[config.mk]
export PLATFORM = sky130hd
export DESIGN_NAME = ch_nibble_packer
export DESIGN_NICKNAME = d
export VERILOG_FILES = /design/src/rtl/ch_packer_pkg.sv /design/src/rtl/ch_nibble_packer.sv
export SDC_FILE = /design/constraint.sdc
export NUM_CORES = 1
export LEC_CHECK = 0
export ABC_AREA = 1
export CAP_MARGIN = 20
export CELL_PAD_IN_SITES_DETAIL_PLACEMENT = 1
export CELL_PAD_IN_SITES_GLOBAL_PLACEMENT = 2
export CORE_MARGIN = 2
export CORE_UTILIZATION = 29
export CTS_BUF_LIST = sky130_fd_sc_hd__clkbuf_16
export CTS_CLUSTER_DIAMETER = 200
export DETAILED_ROUTE_END_ITERATION = 7
export GPL_TIMING_DRIVEN = 1
export PLACE_DENSITY_LB_ADDON = 0.08
export SYNTH_ARGS = -nofsm -noshare
export SYNTH_HDL_FRONTEND = slang
export SYNTH_SLANG_ARGS = --single-unit
export TNS_END_PERCENT = 50
[constraint.sdc]
create_clock -name clk -period 3.5 [get_ports clk]
set_input_delay 0.7 -clock clk [delete_from_list [all_inputs] [get_ports clk]]
set_output_delay 0.7 -clock clk [all_outputs]
set_load 0.01 [all_outputs]
[src/rtl/ch_packer_pkg.sv]
// ch_packer_pkg: shared state encoding, count width and lane indexing for ch_nibble_packer
package ch_packer_pkg;
  typedef enum logic {FILL, HOLD} state_t;
  function automatic int cnt_width(input int pack);
    return $clog2(pack + 1);
  endfunction
  function automatic int lane_lo(input int idx, input int dw);
    return idx * dw;
  endfunction
endpackage

[src/rtl/ch_nibble_packer.sv]
// ch_nibble_packer: packs PACK items into one registered wide word; PACKER_FLUSH_EN adds io_flush for partial words
module ch_nibble_packer
  import ch_packer_pkg::*;
#(
  parameter int DATA_WIDTH = 4,
  parameter int PACK = 4,
  parameter int CNT_W = cnt_width(PACK)
) (
  input  logic                       clk,
  input  logic                       reset,
  input  logic                       io_in_valid,
  input  logic [DATA_WIDTH-1:0]      io_in_data,
  output logic                       io_in_ready,
  output logic                       io_out_valid,
  output logic [DATA_WIDTH*PACK-1:0] io_out_data,
  input  logic                       io_out_ready,
  output logic [CNT_W-1:0]           io_out_count
`ifdef PACKER_FLUSH_EN
  ,
  input  logic                       io_flush
`endif
);
  state_t state, state_nx;
  logic [DATA_WIDTH*PACK-1:0] lanes, lanes_nx;
  logic [CNT_W-1:0] cnt, cnt_nx, out_count, count_nx, post_cnt;
  logic in_fire, out_fire, last, flush_go;
  assign in_fire  = io_in_valid & io_in_ready;
  assign out_fire = io_out_valid & io_out_ready;
  assign post_cnt = cnt + CNT_W'(in_fire);
  assign last     = in_fire && cnt == CNT_W'(PACK - 1);
`ifdef PACKER_FLUSH_EN
  assign flush_go = io_flush && state == FILL && post_cnt != '0;
`else
  assign flush_go = 1'b0;
`endif
  always_ff @(posedge clk or posedge reset) begin
    if (reset) begin
      state     <= FILL;
      cnt       <= '0;
      lanes     <= '0;
      out_count <= '0;
    end else begin
      state     <= state_nx;
      cnt       <= cnt_nx;
      lanes     <= lanes_nx;
      out_count <= count_nx;
    end
  end
  always_comb begin
    state_nx = state == FILL ? ((last || flush_go) ? HOLD : FILL) : (out_fire ? FILL : HOLD);
  end
  // A word leaving in the same cycle as a new item arrives restarts with that item in lane 0.
  always_comb begin
    lanes_nx = lanes;
    cnt_nx   = cnt;
    count_nx = out_count;
    if (state == HOLD) begin
      if (out_fire) begin
        lanes_nx = '0;
        cnt_nx   = '0;
        count_nx = '0;
        if (in_fire) begin
          lanes_nx[DATA_WIDTH-1:0] = io_in_data;
          cnt_nx = CNT_W'(1);
        end
      end
    end else begin
      if (in_fire) lanes_nx[lane_lo(int'(cnt), DATA_WIDTH) +: DATA_WIDTH] = io_in_data;
      cnt_nx   = (last || flush_go) ? '0 : post_cnt;
      count_nx = (last || flush_go) ? post_cnt : out_count;
    end
  end
  always_comb begin
    io_out_valid = state == HOLD;
    io_in_ready  = !reset && (state == FILL || io_out_ready);
    io_out_data  = lanes;
    io_out_count = out_count;
  end
endmodule

### After elaboration in Yosys (flattened, before gate mapping)

Index checks and enable logic that the tools add are counted.

| word-level totals | value |
|---|---|
| register bits | 23 |
| latch bits | 0 |
| memory bits (writable) | 0 |
| bits in read-only memories | 0 |
| bits of input ports | 8 |
| output and inout port bits | 21 |
| word-level logic and storage cells | 36 |
| memories | 0 |

| operators by class | value |
|---|---|
| add/subtract/negate cells | 2 |
| multipliers | 0 |
| divide/modulo/power cells | 0 |
| $lt $le $gt $ge | 0 |
| equal/unequal tests | 2 |
| shift operators | 2 |
| mux-type cells | 15 |
| bitwise gates (word level) | 3 |
| reduce and logical (&&, ||, !) cells | 8 |

Operator list:

| kind | count |
|---|---|
| 16-bit two-way mux | 3 |
| 5-bit negator with 33-bit output | 1 |
| 4-bit by 33-bit variable shift with 16-bit output (first input constant) | 1 |
| 4-bit by 33-bit indexed part select with 16-bit output | 1 |
| 3-bit two-way mux | 6 |
| 16-bit bitwise mux | 1 |
| 1-bit two-way mux | 4 |
| 4-bit two-way mux | 1 |
| 2-bit AND reduction | 2 |
| 2-bit nonzero test | 2 |
| 3-bit by 1-bit adder with 3-bit output | 1 |
| 3-bit by 2-bit == test with 1-bit output (second input constant) | 1 |
| 1-bit AND | 2 |
| 1-bit logical AND | 2 |
| 2-bit by 1-bit != test with 1-bit output (second input constant) | 1 |
| 1-bit zero test | 1 |
| 1-bit logical OR | 1 |
| 1-bit NOT | 1 |

### Logic depth before layout (Yosys ltp)

| logic depth | value |
|---|---|
| depth in word-level cells | 7 |
| mapped depth | 10 |
| depth with buffers taken out | 10 |

### Worst setup path after synthesis

No wires, ideal clock.

| timing path | value |
|---|---|
| path type | input to register |
| from | input port reset |
| to | register cnt[2] |
| library setup time | 82 ps |
| arrival | 1873 ps |
| data required time | 3418 ps |
| setup slack | 1545 ps |
| stages | 8 |
| buffers on the path | 0 |
| cells stage by stage | inv_2 nand3_4 inv_1 ha_1 ha_1 xor2_1 nand2_1 o22ai_1 |

| on the way | value |
|---|---|
| word-level cells in the longest chain between the ends | 6 |
| elaborated cells on any way between the ends | 7 |
| those cells by class | add/sub (1); mux (2); bitwise (1); reduce/logical (3) |

Ends and longest elaborated chain:

| what | line | RTL |
|---|---|---|
| from (decl) | ch_nibble_packer.sv:10 | `input logic reset,` |
| 1-bit zero test * | ch_nibble_packer.sv:75 | `io_in_ready = !reset && (state == FILL \|\| io_out_ready);` |
| 1-bit logical AND * | ch_nibble_packer.sv:75 |  |
| 1-bit AND * | ch_nibble_packer.sv:27 | `assign in_fire = io_in_valid & io_in_ready;` |
| 3-bit by 1-bit adder with 3-bit output / 1-bit logical AND (equally long branches) | ch_nibble_packer.sv:29, ch_nibble_packer.sv:30 |  |
| 3-bit two-way mux * | ch_nibble_packer.sv:69 | `cnt_nx = (last \|\| flush_go) ? '0 : post_cnt;` |
| 3-bit two-way mux * | ch_nibble_packer.sv:57 | `if (state == HOLD) begin` |
| to (signal assigned) | ch_nibble_packer.sv:44 | `cnt <= cnt_nx;` |
| to (decl) | ch_nibble_packer.sv:25 | `logic [CNT_W-1:0] cnt, cnt_nx, out_count, count_nx, post_cnt;` |

Every way passes the cells marked *; elsewhere a longest branch is shown, timed or not.
A chain may end at the register's enable or synchronous reset.

### Worst setup path in the final report

| timing path | value |
|---|---|
| from | input port io_out_ready |
| to | output port io_in_ready |

| on the way | value |
|---|---|
| word-level cells in the longest chain between the ends | 2 |

Ends and longest elaborated chain:

| what | line | RTL |
|---|---|---|
| from (decl) | ch_nibble_packer.sv:16 | `input logic io_out_ready,` |
| 1-bit logical OR | ch_nibble_packer.sv:75 |  |
| 1-bit logical AND | ch_nibble_packer.sv:75 |  |
| to (decl) | ch_nibble_packer.sv:13 | `output logic io_in_ready,` |

No other way between the ends.

==> reports/metrics.yaml <==
hp-class: "flop to flop"
root_buffer: "clkbuf_16"
dieArea_sq_um: 4517
path_clk_slew_ps: 60
worst_pin_slew_ps: 353.3
ys_ff_latch: 23
grt_max_degree: 25
grt_pass1_wl_microns: 5326
firstDrtPassIters: 5
final_cell_mix: "nand2_1, clkdlybuf4s50_1, dfrtp_1"
wire_per_inst_microns: 13.83
area_growth_pct: 35.64
ir_drop_uv: 289.9
antenna-diode-count: 0
gp_congestion: 0.7832
required_ps: 2800
yosysSeqAreaShare_pct: 49.68
synth_area_sq_um: 1159
setup.worst_path.end_class: "output port"
arrival_ps: 1950
fin_crit_ps: 2648
synth_cell_type_count: 18
grt_pass1_vias: 1127
insertion_delay_ps: 260
antenna_found_initial: 0
htree_num_levels: 1
multi_input_area_sq_um: 515.5
die_x_microns: 67.21
numCtsBuffers: 3
maxSlewViolCount: 0
leakage_nw: 0.7706
vias: 1044
routed_via_density: 4.745
hold_violations: 0
synthCells: 141
powerDensity_nw_per_um2: 780.8
fin_nets: 186
row_count: 22
drt-total-wl_microns: 3042
ant_nets: 0
grt.total_usage_pct: 16.02
regArea_sq_um: 575.6
status: "complete, no violations"
fmax_mhz: 377.6
dp_hpwl_microns: 2345
max_cap_violations: 0
clock_path_buffers: 2
max_slew_margin_pct: 76.34
cts_sinks: 23
finalSetupViolCount: 0
startpoint_type: "primary input"
drc_errors: 0
drive_gt1_share_pct: 8.140
core_area_sq_um: 3744
fin_crit_sh_pct: 75.66
synth_nets: 154
final_common_cell: "nand2_1"
cts_tree: "done"
cts_setup_buffers: 0
clock_skew_ps: 2.744
setup_tns_ps: 0
grt_overflow_total: 0
ios: 29
initial_core_util_pct: 30.95
cts_resized: 0
rsz0062_at_grt: "no"
hold_buffers: 0
drtIter0Drc: 34
synth_area_per_cell_sq_um: 8.217
r2r_slack_ps: 1620
port_buffers: 28
n_fill_cell: 468
hold_slack_ps: 471.6
ys_warn_count: 0
criticalPathCategory: "primary input to output port"
die_h_microns: 67.21
critPathMaxFanout: 3
[stage by stage]
step	area (sq um)	power (mW)	cells	util [%]	worst slack, ps
floorplan	1159	0.7384	141	-	1545
global placement	1491	0.9639	216	39.84	876.9
detailed placement	1491	0.9890	216	39.84	857.7
CTS	1572	1.246	220	41.98	843.1
global route	1572	1.337	220	41.98	796.6
finish	1572	1.227	220	41.98	852.0
[worst max-delay path: stages]
cell and delay (ps):
clkdlybuf4s50_1 500, inv_1 70, a21oi_1 120, clkdlybuf4s50_1 550
[kinds of logic after synthesis]
logic type,synth area share [%]
buffers and inverters,5.831
XOR/XNOR,0.7561
flip-flops,49.68
AND/OR/NAND/NOR,30.56
adder cells (fa/ha/maj),5.400
AO/OA/AOI/OAI,7.776
[state kept, by name, summed over array words and instances, names as in the netlist]
signal,flops
io_out_valid,1
cnt,3
io_out_data,16
io_out_count,3
[final timing paths]
check,endpoint,start,cells after the start
setup / recovery,io_in_ready,io_out_ready,4
hold / removal,io_out_data[8],io_out_data[8],2
setup reg to reg,io_out_data[11],cnt[0],9
hold reg to reg,io_out_data[8],io_out_data[8],2
max in group asynchronous,io_out_data[11],reset,3
min in group asynchronous,io_out_count[0],reset,3
[where the power goes]
part / switching [mW] / internal (mW) / total (mW)
Combinational: 0.301 / 0.255 / 0.556
Sequential: 0.0618 / 0.359 / 0.421
Clock: 0.0963 / 0.154 / 0.250
Total: 0.459 / 0.768 / 1.23
[synthesized netlist by cell type]
| master | number | area, sq um |
|---|---|---|
| a21oi_1 | 3 | 15.01 |
| ha_1 | 5 | 62.56 |
| nor2_4 | 1 | 11.26 |
| a31oi_1 | 1 | 6.260 |
| clkbuf_1 | 1 | 3.750 |
| nand2_1 | 45 | 168.9 |
| o22ai_1 | 3 | 18.77 |
| nand3_4 | 1 | 17.52 |
| o21ai_1 | 10 | 50.05 |
| nand3_1 | 17 | 85.08 |
| or2_1 | 1 | 6.260 |
| nand2_2 | 5 | 31.28 |
| dfrtp_1 | 23 | 575.6 |
| buf_6 | 1 | 11.26 |
| inv_1 | 12 | 45.04 |
| inv_2 | 2 | 7.510 |
| xor2_1 | 1 | 8.760 |
| nor2_1 | 9 | 33.78 |
[layout make-up]
| type | instances | share of cell area (%) |
|---|---|---|
| tap | 48 | 3.822 |
| sequential | 23 | 36.62 |
| multi-input combinational | 102 | 32.80 |
| inverter | 14 | 3.344 |
| clock inverter | 1 | 0.3185 |
| clock buffer | 3 | 4.777 |
| timing repair buffer | 29 | 18.31 |
[routing by layer]
layer	track usage, %	routed length, microns	up-vias	share of wire (%)
met4	6.888	54	0	1.8
met1	19.08	1346	501	44
li1	-	-	513	-
met3	3.000	139	5	4.6
met5	0	0	-	0
met2	28.09	1501	25	49
(Power assumes the default switching activity.)
